File: src/rtl/mem_pkg.sv
// Shared encodings for the data-memory access stage: bus SIZE codes,
// funct3 access types and the access FSM states.
package mem_pkg;

   localparam logic [1:0] SZ_BYTE = 2'b11;
   localparam logic [1:0] SZ_HALF = 2'b01;
   localparam logic [1:0] SZ_WORD = 2'b00;

   // funct3[1:0] carries the access width for both loads and stores
   localparam logic [1:0] W_BYTE = 2'b00;
   localparam logic [1:0] W_HALF = 2'b01;
   localparam logic [1:0] W_WORD = 2'b10;

   localparam logic [2:0] F3_LB  = 3'b000;
   localparam logic [2:0] F3_LH  = 3'b001;
   localparam logic [2:0] F3_LW  = 3'b010;
   localparam logic [2:0] F3_LBU = 3'b100;
   localparam logic [2:0] F3_LHU = 3'b101;
   localparam logic [2:0] F3_SB  = 3'b000;
   localparam logic [2:0] F3_SH  = 3'b001;
   localparam logic [2:0] F3_SW  = 3'b010;

   typedef enum logic [1:0] {
      ST_IDLE = 2'd0,
      ST_BUSY = 2'd1,
      ST_DONE = 2'd2
   } state_t;

endpackage

File: src/rtl/mem_align.sv
// Combinational byte-lane helper: store lane replication, alignment check,
// bus SIZE encoding and load lane extraction with sign/zero extension.
module mem_align
   import mem_pkg::*;
#(
   parameter int XLEN = 32
) (
   input  logic [1:0]      req_width,
   input  logic [1:0]      req_off,
   input  logic [XLEN-1:0] store_data,
   input  logic [2:0]      ld_funct3,
   input  logic [1:0]      ld_off,
   input  logic [XLEN-1:0] bus_data,
   output logic [1:0]      size,
   output logic            aligned,
   output logic [XLEN-1:0] lane_data,
   output logic [XLEN-1:0] load_data
);

   logic [7:0]  byte_sel;
   logic [15:0] half_sel;

   always_comb begin
      size      = SZ_WORD;
      aligned   = (req_off == 2'b00);
      lane_data = store_data;
      case (req_width)
         W_BYTE: begin
            size      = SZ_BYTE;
            aligned   = 1'b1;
            lane_data = {(XLEN/8){store_data[7:0]}};
         end
         W_HALF: begin
            size      = SZ_HALF;
            aligned   = ~req_off[0];
            lane_data = {(XLEN/16){store_data[15:0]}};
         end
         default: ;
      endcase
   end

   always_comb begin
      byte_sel = bus_data[7:0];
      case (ld_off)
         2'd1:    byte_sel = bus_data[15:8];
         2'd2:    byte_sel = bus_data[23:16];
         2'd3:    byte_sel = bus_data[31:24];
         default: ;
      endcase
      half_sel = ld_off[1] ? bus_data[31:16] : bus_data[15:0];
      case (ld_funct3)
         F3_LB:   load_data = {{(XLEN-8){byte_sel[7]}}, byte_sel};
         F3_LH:   load_data = {{(XLEN-16){half_sel[15]}}, half_sel};
         F3_LBU:  load_data = {{(XLEN-8){1'b0}}, byte_sel};
         F3_LHU:  load_data = {{(XLEN-16){1'b0}}, half_sel};
         default: load_data = bus_data;
      endcase
   end

endmodule

File: src/rtl/mem_stage.sv
// Data-memory access stage: issues one handshaked bus transaction per
// load/store, stalls the pipeline while it is outstanding, aborts on timeout.
//
// state | meaning
// IDLE  | no transaction; evaluates the EX/MEM request
// BUSY  | MREQ asserted, waiting for ACKD_n low or timeout
// DONE  | one-cycle completion, pipeline released
module mem_stage
   import mem_pkg::*;
#(
   parameter int XLEN           = 32,
   parameter int TIMEOUT_CYCLES = 255,
   parameter int CNT_W          = 8
) (
   input  logic            clk,
   input  logic            rst,
   input  logic            req_valid,
   input  logic            mem_read,
   input  logic            mem_write,
   input  logic [2:0]      funct3,
   input  logic [XLEN-1:0] alu_out_data,
   input  logic [XLEN-1:0] reg_data2,
   input  logic            ACKD_n,
   input  logic [XLEN-1:0] ddt_in,
   output logic [XLEN-1:0] ddt_out,
   output logic            ddt_oe,
   output logic [XLEN-1:0] DAD,
   output logic            MREQ,
   output logic            WRITE,
   output logic [1:0]      SIZE,
   output logic [XLEN-1:0] mem_data,
   output logic            done,
   output logic            stall,
   output logic            misaligned,
   output logic            bus_error
);

   localparam logic [CNT_W-1:0] TMO_LAST = CNT_W'(TIMEOUT_CYCLES - 1);

   state_t            state, state_nx;
   logic              acc, aligned;
   logic              accept, reject, ack_hit, tmo_hit;
   logic [CNT_W-1:0]  cnt;
   logic [1:0]        off_q;
   logic [2:0]        f3_q;
   logic [1:0]        size_req;
   logic [XLEN-1:0]   lane_data, load_val;

   assign acc = req_valid & (mem_read | mem_write);

   mem_align #(.XLEN(XLEN)) u_align (
      .req_width  (funct3[1:0]),
      .req_off    (alu_out_data[1:0]),
      .store_data (reg_data2),
      .ld_funct3  (f3_q),
      .ld_off     (off_q),
      .bus_data   (ddt_in),
      .size       (size_req),
      .aligned    (aligned),
      .lane_data  (lane_data),
      .load_data  (load_val)
   );

   always_ff @(posedge clk or negedge rst) begin
      if (!rst) state <= ST_IDLE;
      else      state <= state_nx;
   end

   always_comb begin
      state_nx = state;
      stall    = 1'b0;
      accept   = 1'b0;
      reject   = 1'b0;
      ack_hit  = 1'b0;
      tmo_hit  = 1'b0;
      case (state)
         ST_IDLE: begin
            if (acc) begin
               if (aligned) begin
                  accept   = 1'b1;
                  stall    = 1'b1;
                  state_nx = ST_BUSY;
               end else begin
                  reject = 1'b1;
               end
            end
         end
         ST_BUSY: begin
            stall = 1'b1;
            if (!ACKD_n) begin
               ack_hit  = 1'b1;
               state_nx = ST_DONE;
            end else if (cnt == TMO_LAST) begin
               tmo_hit  = 1'b1;
               state_nx = ST_DONE;
            end
         end
         ST_DONE: state_nx = ST_IDLE;
         default: state_nx = ST_IDLE;
      endcase
   end

   // mem_read & mem_write together is a store, so WRITE follows mem_write alone
   always_ff @(posedge clk or negedge rst) begin
      if (!rst) begin
         DAD        <= '0;
         ddt_out    <= '0;
         ddt_oe     <= 1'b0;
         MREQ       <= 1'b0;
         WRITE      <= 1'b0;
         SIZE       <= 2'b00;
         mem_data   <= '0;
         done       <= 1'b0;
         misaligned <= 1'b0;
         bus_error  <= 1'b0;
         cnt        <= '0;
         off_q      <= 2'b00;
         f3_q       <= 3'b000;
      end else begin
         done       <= ack_hit | tmo_hit;
         bus_error  <= tmo_hit;
         misaligned <= reject;
         if (accept) begin
            DAD     <= {alu_out_data[XLEN-1:2], 2'b00};
            SIZE    <= size_req;
            WRITE   <= mem_write;
            off_q   <= alu_out_data[1:0];
            f3_q    <= funct3;
            ddt_out <= lane_data;
            ddt_oe  <= mem_write;
            MREQ    <= 1'b1;
            cnt     <= '0;
         end
         if (ack_hit) begin
            MREQ   <= 1'b0;
            ddt_oe <= 1'b0;
            if (!WRITE) mem_data <= load_val;
         end else if (tmo_hit) begin
            MREQ     <= 1'b0;
            ddt_oe   <= 1'b0;
            mem_data <= '0;
         end else if (state == ST_BUSY) begin
            cnt <= cnt + 1'b1;
         end
      end
   end

endmodule

File: config.mk
export PLATFORM = sky130hd
export DESIGN_NAME = mem_stage
export DESIGN_NICKNAME = d
export VERILOG_FILES = /design/src/rtl/mem_pkg.sv /design/src/rtl/mem_align.sv /design/src/rtl/mem_stage.sv
export SDC_FILE = /design/constraint.sdc
export NUM_CORES = 1
export LEC_CHECK = 0
export ABC_AREA = 1
export CORE_MARGIN = 3
export CORE_UTILIZATION = 48
export DETAILED_ROUTE_END_ITERATION = 12
export PLACE_DENSITY = 0.93
export SLEW_MARGIN = 10
export SYNTH_ARGS = -nofsm -noshare
export SYNTH_HDL_FRONTEND = slang
export SYNTH_SLANG_ARGS = --single-unit
File: constraint.sdc
create_clock -name clk -period 4.1 [get_ports clk]
set_input_delay 0.82 -clock clk [delete_from_list [all_inputs] [get_ports clk]]
set_output_delay 0.82 -clock clk [all_outputs]
set_load 0.1 [all_outputs]
==> results of run 1 <==
[Yosys cell counts (2+ instances only)]
master / number
inv_2: 2
o21ai_0: 45
nand2_1: 285
o21ai_2: 3
buf_1: 3
nand2_2: 3
a21oi_1: 28
o21ai_1: 17
dfrtp_1: 117
buf_6: 7
nand3_1: 72
buf_2: 4
buf_4: 9
ha_1: 2
clkbuf_1: 14
o22ai_1: 5
or2_2: 8
nand4_1: 5
nor2_1: 42
inv_1: 42
[per-stage QoR]
step           cell area, um^2  power [uW]  hold WS (ns)  setup slack [ns]
2_1_floorplan             5623        4970        0.4921            0.9674
3_3_place_gp              7705        5984        0.4613            0.9031
3_5_place_dp              7705        6041        0.4651            0.8695
4_1_cts                   8307        7576        0.4838            0.8782
5_1_grt                   8307        7857        0.4968            0.7556
6_report                  8307        7550        0.4846            0.8750
[layer usage]
layer,GRT usage,up-vias,share of wire
li1,-,2698,-
met1,0.3274,2545,0.38
met2,0.4274,305,0.48
met3,0.08774,33,0.11
met4,0.1108,0,0.027
met5,0,-,0
[power groups by stage]
stage	sequential (uW)	combinational [uW]	clock [uW]
floorplan	4260	714	0
global placement	1800	4180	0
detailed placement	1810	4230	0
CTS	1810	4240	1530
global route	1860	4400	1600
finish	1810	4230	1510
[critical path, cell delays in order]
cell and delay [ns]:
clkdlybuf4s50_1 0.56, inv_4 0.19, nand2_4 0.11, a21boi_4 0.19, nand2_4 0.17, nand2_1 0.16, buf_12 0.19
[cell families (layout without fill, tap and decap cells)]
kind of cell / after synthesis / after routing / share of synthesized area
compound gates: 101 / 101 / 0.09642
fa+ha+maj: 2 / 2 / 0.004453
buf+inv: 84 / 291 / 0.07303
flops: 117 / 117 / 0.5210
other cells: 1 / 2 / 0.0006674
simple gates: 418 / 418 / 0.3044
[final cells by class]
class                           instances  area share
Timing Repair Buffer                  213      0.2573
Multi-Input combinational cell        523      0.2756
Inverter                               46     0.02109
Sequential cell                       117      0.3525
Clock buffer                           18     0.05287
Tap cell                              140     0.02109
Clock inverter                         14     0.01958
[worst max path at each step]
stage                     depth (start not counted)  slack [ns]      start  endpoint
after floorplan                                   8        0.97  funct3[1]     stall
after global placement                            7        0.90  funct3[1]     stall
after detailed placement                          7        0.87  funct3[1]     stall
after CTS                                         7        0.88  funct3[1]     stall
after global routing                              7        0.76  funct3[1]     stall
final                                             7        0.88  funct3[1]     stall
[sequential cells by signal, indices dropped and copies added (netlist names)]
signal and cells:
bus_error 1, mem_data 32, cnt 8, done 1, ddt_out 32, DAD 30, ddt_oe 1, SIZE 2
MREQ 1, misaligned 1, WRITE 1, state 2, off_q 2, f3_q 3
==> impl_metrics.env, run 1 <==
export IMPL_period_needed_ns=3.225
export IMPL_htreeDepth=4
export IMPL_path_clk_slew_ns=0.06
export IMPL_clock_path_buffers=2
export IMPL_total_leakage_power_uw=0.004087
export IMPL_avgSynthCellArea_um2=7.772
export IMPL_ys_async_sr_fraction=1.000
export IMPL_area_growth_pct=47.83
export IMPL_p_sw_uw=4138
export IMPL_grt_antenna_before_repair=0
export IMPL_path_class="input pin to output pin"
export IMPL_combPwrFrac=0.560
export IMPL_hold_end="DAD[15]$_DFFE_PN0P_"
export IMPL_p_seq_frac=0.240
export IMPL_nNetsFinal=1025
export IMPL_dr_pass1_iters=6
export IMPL_synth_cells=723
export IMPL_ys_warn_count=0
export IMPL_r2r_end="mem_data[18]$_DFFE_PN0P_"
export IMPL_synth_area_leaders="dfrtp_1 52%, nand2_1 19%, nand3_1 6.4%"
export IMPL_finClkSkew_ns=0.009824
export IMPL_pin_count=210
export IMPL_wl_per_cell_um=15.91
export IMPL_slew_violations=0
export IMPL_fp_dieW_um=114.2
export IMPL_relSlewSlack=0.3007
export IMPL_grt_pass1_vias=5438
export IMPL_powerDensity_nw_per_um2=908.9
export IMPL_cts_sinks=117
export IMPL_cp_arrival_ns=2.40
export IMPL_r2r_setup_slack_ns=1.56
export IMPL_vias=5581
export IMPL_grt_pass1_wl_mm=27.17
export IMPL_p_int_uw=3411
export IMPL_syn_area_um2=5619
export IMPL_wirelength_mm=17.04
export IMPL_grt_ovfl_total=0
export IMPL_setup_viol=0
export IMPL_regArea_um2=2928
export IMPL_fin_util=0.7466
export IMPL_rsz0062_at_grt="false"
export IMPL_cts_resized=0
export IMPL_drv_cap=0
export IMPL_synthFlopType="dfrtp_1"
export IMPL_crit_fanout=20
export IMPL_tightest_slew_ns=1.046
export IMPL_clkPwrFrac=0.200
export IMPL_netSwitchingFraction=0.5482
export IMPL_synth_seq_cells=117
export IMPL_core_area_um2=11130
export IMPL_holdPathStages=2
export IMPL_fmax_ghz=0.3101
export IMPL_place_inst=1039
export IMPL_setup_tns_ns=0
export IMPL_io_buffers=207
export IMPL_drive_above_1_share=0.06445
export IMPL_grt_start_max_net_pins=118
export IMPL_synth_distinct_cells=30
export IMPL_die_area_um2=13040
export IMPL_fillers=795
export IMPL_synth_top_area_frac=0.5210
export IMPL_grtUsageTotal=0.2649
export IMPL_die_h_um=114.2
export IMPL_ir_drop_mv=0.7733
export IMPL_end_kind="output pin"
export IMPL_hold_start="DAD[15]$_DFFE_PN0P_"
export IMPL_gp_congestion=0.8290
export IMPL_drt_iter0_drc=566
export IMPL_clkLatencyLatePin_ns=0.40
export IMPL_cts_tree="done"
export IMPL_synth_top_cell_by_area="dfrtp_1"
export IMPL_hold_viol=0
export IMPL_r2r_start="f3_q[1]$_DFFE_PN0P_"
export IMPL_num_rows=38
export IMPL_status="finished, final reports clean"
export IMPL_synth_edf_count=0
export IMPL_r2r_cells=7
export IMPL_drc=0
export IMPL_finalCritPeriodShare=0.7866
export IMPL_hold_buffers=0
export IMPL_final_cell_mix="285 x nand2_1, 205 x clkdlybuf4s50_1, 117 x dfrtp_1"
export IMPL_multi_input_area_um2=2290
export IMPL_cts_root_buffer="clkbuf_16"
export IMPL_hp_class="flop to flop"
export IMPL_antennaDiodeCount=0
export IMPL_detail_route_antenna_nets=0
export IMPL_dp_hpwl_mm=12.02
export IMPL_drt_vias_per_instance=5.211
export IMPL_cts_made_buffers=17
export IMPL_crit_required_ns=3.28
export IMPL_final_cells=1071
export IMPL_ys_seq_area_frac=0.5210
export IMPL_layout_commonest_cell="nand2_1"
export IMPL_cts_setup_buffers=0
export IMPL_start_util=0.5051
export IMPL_start_kind="input pin"
No activity file was read; power rests on OpenSTA's default activity.
==> inputs of run 2 (changes only) <==
--- a/config.mk
+++ b/config.mk
@@ -7,9 +7,9 @@
 export LEC_CHECK = 0
 export ABC_AREA = 1
 export CORE_MARGIN = 3
-export CORE_UTILIZATION = 48
+export CORE_UTILIZATION = 40
 export DETAILED_ROUTE_END_ITERATION = 12
-export PLACE_DENSITY = 0.93
+export PLACE_DENSITY = 0.83
 export SLEW_MARGIN = 10
 export SYNTH_ARGS = -nofsm -noshare
 export SYNTH_HDL_FRONTEND = slang
==> constraint.sdc (replaced) <==
create_clock -name clk -period 2.64 [get_ports clk]
set_input_delay 0.528 -clock clk [delete_from_list [all_inputs] [get_ports clk]]
set_output_delay 0.528 -clock clk [all_outputs]
set_load 0.1 [all_outputs]
==> impl_metrics.env, run 2 (same netlist as run 1, synthesis figures left out) <==
export IMPL_wl_per_cell_um=15.39
export IMPL_cp_arrival_ns=1.87
export IMPL_relSlewSlack=0.6183
export IMPL_period_needed_ns=2.398
export IMPL_num_rows=42
export IMPL_die_h_um=124.5
export IMPL_r2r_setup_slack_ns=0.75
export IMPL_final_cells=1114
export IMPL_cts_resized=0
export IMPL_total_power_uw=11540
export IMPL_crit_fanout=5
export IMPL_drc=0
export IMPL_cpMaxStageDelayCell="clkdlybuf4s50_1"
export IMPL_crit_required_ns=2.11
export IMPL_cts_made_buffers=17
export IMPL_reg_largest_list="ddt_out (32), mem_data (32), DAD (30)"
export IMPL_drive_above_1_share=0.1802
export IMPL_start_util=0.4161
export IMPL_fillers=1153
export IMPL_drv_cap=0
export IMPL_path_class="input pin to output pin"
export IMPL_grt_start_max_net_pins=59
export IMPL_crit_chain="clkdlybuf4s50_1 -> nand2_1 -> a21boi_4 -> nand2_4 -> nand2_1 -> buf_12"
export IMPL_cts_setup_buffers=0
export IMPL_dr_pass1_iters=5
export IMPL_hp_class="input pin to async pin"
export IMPL_layout_commonest_cell="nand2_1"
export IMPL_hold_viol=0
export IMPL_end_kind="output pin"
export IMPL_setup_viol=0
export IMPL_powerDensity_nw_per_um2=1409
export IMPL_vias=5655
export IMPL_rsz0062_at_grt="false"
export IMPL_grt_pass1_wl_mm=27.89
export IMPL_gp_congestion=0.8631
export IMPL_cts_sinks=117
export IMPL_r2r_end="mem_data[1]$_DFFE_PN0P_"
export IMPL_place_inst=1083
export IMPL_cpMostUsedCell="nand2_1"
export IMPL_grt_antenna_before_repair=0
export IMPL_nNetsFinal=1033
export IMPL_start_kind="input pin"
export IMPL_antennaDiodeCount=0
export IMPL_clock_path_buffers=2
export IMPL_ir_drop_mv=0.7579
export IMPL_clkLatencyLatePin_ns=0.41
export IMPL_grt_ovfl_total=0
export IMPL_status="finished, final reports clean"
export IMPL_fmax_ghz=0.4169
export IMPL_fp_dieW_um=124.5
export IMPL_grtUsageTotal=0.2246
export IMPL_finClkSkew_ns=0.005961
export IMPL_path_clk_slew_ns=0.05
export IMPL_area_growth_pct=45.76
export IMPL_grt_pass1_vias=5571
export IMPL_slew_violations=0
export IMPL_setup_tns_ns=0
export IMPL_r2r_cells=6
export IMPL_r2r_start="state[0]$_DFFE_PN0P_"
export IMPL_hold_buffers=0
export IMPL_final_cell_mix="285 x nand2_1, 117 x dfrtp_1, 113 x buf_4"
export IMPL_drt_vias_per_instance=5.076
export IMPL_dp_hpwl_mm=12.47
export IMPL_io_buffers=207
export IMPL_whs_ns=0.1167
export IMPL_total_leakage_power_uw=0.004273
export IMPL_cts_root_buffer="clkbuf_16"
export IMPL_wirelength_mm=17.15
export IMPL_detail_route_antenna_nets=0
export IMPL_finalCritPeriodShare=0.9085
export IMPL_cts_tree="done"
export IMPL_drt_iter0_drc=390
export IMPL_max_stage_delay_ns=0.51
export IMPL_core_area_um2=13510
export IMPL_htreeDepth=4
export IMPL_pin_count=210
export IMPL_tightest_slew_ns=0.5725
export IMPL_die_area_um2=15510
-- run 2: cell count changes in the layout (fill, tap and decap cells not counted), sizes merged --
| cell | previous run | this run |
|---|---|---|
| clkinv | 3 | 8 |
| clkinvlp | 2 | 3 |
| bufinv | 2 | 3 |
| inv | 53 | 45 |
| buf | 8 | 118 |
| clkdlybuf4s50 | 205 | 103 |
-- run 2: critical path, delay by kind of cell --
kind | cells | cell delay, ns
AO/OA/AOI/OAI | 1 | 0.24
AND/OR/NAND/NOR | 3 | 0.40
buffers and inverters | 2 | 0.69
-- run 2: power by group --
part / switching (uW) / internal (uW) / leakage, uW
Combinational: 5130 / 1310 / 0.00251
Clock: 825 / 1500 / 0.000288
Sequential: 391 / 2390 / 0.00148
-- run 2: area by class of cell --
class | instances | area, um^2 | share of cell area
inverters | 46 | 175.2 | 0.02139
repair buffers | 221 | 1979 | 0.2417
well taps | 176 | 220.2 | 0.02689
flip-flops and latches | 117 | 2928 | 0.3575
clock buffers | 18 | 439.2 | 0.05362
clock inverters | 13 | 158.9 | 0.01940
multi-input cells | 523 | 2290 | 0.2796
-- run 2: worst max-delay path by stage --
stage,end,startpoint,cells past startpoint
floorplan,stall,funct3[1],8
global placement,stall,funct3[1],6
detailed placement,mem_data[1]$_DFFE_PN0P_,ACKD_n,6
CTS,stall,funct3[1],6
global route,stall,funct3[1],7
finish,stall,funct3[1],6
-- run 2: stage by stage --
stage	utilization	setup WS [ns]	cell area, um^2
3_3_place_gp	0.5622	0.2720	7592
4_1_cts	0.6064	0.2597	8190
3_5_place_dp	0.5622	0.2470	7592
2_1_floorplan	-	0.09141	5623
6_report	0.6064	0.2416	8190
5_1_grt	0.6064	0.1947	8190
-- run 2: metal layers --
metal,track usage,wire length (um),vias to the layer above
met5,0,0,-
li1,-,-,2723
met4,0.09349,339,0
met1,0.2772,7081,2625
met3,0.07676,1594,28
met2,0.3604,8131,279
==> inputs of run 3 (changes only) <==
--- a/config.mk
+++ b/config.mk
@@ -10,7 +10,9 @@
 export CORE_UTILIZATION = 40
 export DETAILED_ROUTE_END_ITERATION = 12
 export PLACE_DENSITY = 0.83
+export RECOVER_POWER = 100
 export SLEW_MARGIN = 10
 export SYNTH_ARGS = -nofsm -noshare
 export SYNTH_HDL_FRONTEND = slang
 export SYNTH_SLANG_ARGS = --single-unit
+export TNS_END_PERCENT = 50
==> impl_metrics.env, run 3 (same netlist as run 1, synthesis figures left out) <==
export IMPL_status="finished, final reports clean"
export IMPL_finClkSkew_ns=0.004980
export IMPL_setup_viol=0
export IMPL_area_growth_pct=38.05
export IMPL_num_rows=42
export IMPL_postLayoutCellArea_um2=7757
export IMPL_setup_tns_ns=0
export IMPL_end_kind="output pin"
export IMPL_layout_commonest_cell="nand2_1"
export IMPL_grt_antenna_before_repair=0
export IMPL_powerDensity_nw_per_um2=1423
export IMPL_drt_iter0_drc=439
export IMPL_cts_root_buffer="clkbuf_16"
export IMPL_slew_violations=0
export IMPL_ir_drop_mv=0.7434
export IMPL_cts_tree="done"
export IMPL_core_area_um2=13510
export IMPL_cts_sinks=117
export IMPL_max_stage_delay_ns=0.55
export IMPL_drc=0
export IMPL_drive_above_1_share=0.06610
export IMPL_dp_hpwl_mm=12.47
export IMPL_die_area_um2=15510
export IMPL_path_class="input pin to output pin"
export IMPL_finalCritPeriodShare=0.9206
export IMPL_rsz0062_at_grt="false"
export IMPL_r2r_setup_slack_ns=0.53
export IMPL_cts_made_buffers=17
export IMPL_grt_start_max_net_pins=59
export IMPL_cpMostUsedCell="nand2_4"
export IMPL_r2r_start="state[0]$_DFFE_PN0P_"
export IMPL_die_h_um=124.5
export IMPL_cpMaxStageDelayCell="clkdlybuf4s50_1"
export IMPL_reg_largest_list="ddt_out (32), mem_data (32), DAD (30)"
export IMPL_cts_setup_buffers=0
export IMPL_htreeDepth=4
export IMPL_grt_pass1_vias=5571
export IMPL_grtUsageTotal=0.2246
export IMPL_start_kind="input pin"
export IMPL_critPathBufInv=3
export IMPL_gp_congestion=0.8631
export IMPL_nNetsFinal=1033
export IMPL_cts_resized=0
export IMPL_dr_pass1_iters=5
export IMPL_hp_class="input pin to async pin"
export IMPL_path_delay_family="buffers and inverters"
export IMPL_place_area_um2=7592
export IMPL_pin_count=210
export IMPL_r2r_cells=6
export IMPL_hold_buffers=0
export IMPL_io_buffers=207
export IMPL_drv_cap=0
export IMPL_fmax_ghz=0.4115
export IMPL_grt_pass1_wl_mm=27.89
export IMPL_clock_path_buffers=2
export IMPL_total_leakage_power_uw=0.003861
export IMPL_wl_per_cell_um=15.37
export IMPL_path_clk_slew_ns=0.05
export IMPL_place_inst=1083
export IMPL_vias=5632
export IMPL_crit_chain="clkdlybuf4s50_1 -> clkinvlp_2 -> nand2_4 -> a21boi_4 -> nand2_4 -> nand2_1 -> buf_12"
export IMPL_relSlewSlack=0.1805
export IMPL_detail_route_antenna_nets=0
export IMPL_grt_ovfl_total=0
export IMPL_r2r_end="mem_data[1]$_DFFE_PN0P_"
export IMPL_crit_fanout=10
export IMPL_wirelength_mm=17.12
export IMPL_tightest_slew_ns=1.235
export IMPL_fp_dieW_um=124.5
export IMPL_cp_arrival_ns=1.90
export IMPL_crit_required_ns=2.11
export IMPL_period_needed_ns=2.430
export IMPL_final_cells=1114
export IMPL_drt_vias_per_instance=5.056
export IMPL_clkLatencyLatePin_ns=0.41
export IMPL_antennaDiodeCount=0
export IMPL_fillers=1280
export IMPL_hold_viol=0
export IMPL_final_cell_mix="286 x nand2_1, 117 x dfrtp_1, 102 x clkdlybuf4s50_1, 102 x clkbuf_1, 72 x nand3_1"
export IMPL_start_util=0.4161
-- run 3: worst reg2reg max path, cell delays in order, from the launching register on --
cell and delay (ns):
dfrtp_1 0.37, nand2_1 0.16, nor2_1 0.10, nand2_1 0.38, clkinv_1 0.61, nand4_1 0.29, nand2_1 0.08
-- run 3: where the power goes --
part           switching (uW)  total [uW]  leakage (uW)  internal, uW
logic                    5120        5940       0.00209           822
registers                 377        2770       0.00148          2390
clock network             832        2330      0.000288          1500
-- run 3: worst max-delay path by stage --
stage | cells after the start | to | startpoint | slack, ns
finish | 7 | stall | funct3[1] | 0.21
global route | 7 | stall | funct3[1] | 0.13
CTS | 6 | stall | funct3[1] | 0.26
detailed placement | 6 | mem_data[1]$_DFFE_PN0P_ | ACKD_n | 0.25
global placement | 6 | stall | funct3[1] | 0.27
floorplan | 8 | stall | funct3[1] | 0.09
-- run 3: layout make-up --
| class | count | area [um^2] | share of cell area |
|---|---|---|---|
| Clock buffer | 18 | 439.2 | 0.05661 |
| Clock inverter | 13 | 158.9 | 0.02048 |
| Inverter | 46 | 173.9 | 0.02242 |
| Multi-Input combinational cell | 523 | 2276 | 0.2934 |
| Sequential cell | 117 | 2928 | 0.3774 |
| Tap cell | 176 | 220.2 | 0.02839 |
| Timing Repair Buffer | 221 | 1562 | 0.2013 |
-- run 3: stage by stage --
step	utilization	hold WS, ns	setup WS [ns]	power [uW]
2_1_floorplan	-	0.2324	0.09141	7718
3_3_place_gp	0.5622	0.4636	0.2720	9177
3_5_place_dp	0.5622	0.4673	0.2470	9240
4_1_cts	0.6064	0.1202	0.2597	11610
5_1_grt	0.5744	0.3762	0.1338	11510
6_report	0.5744	0.2902	0.2097	11040
-- run 3: routing by layer --
layer  part of all wire  GRT usage  vias up  wire [um]
li1                   -          -     2715          -
met1               0.41     0.2772     2593       6996
met2               0.47     0.3604      293       7976
met3               0.10    0.07676       31       1727
met4              0.025    0.09349        0        423
met5                  0          0        -          0
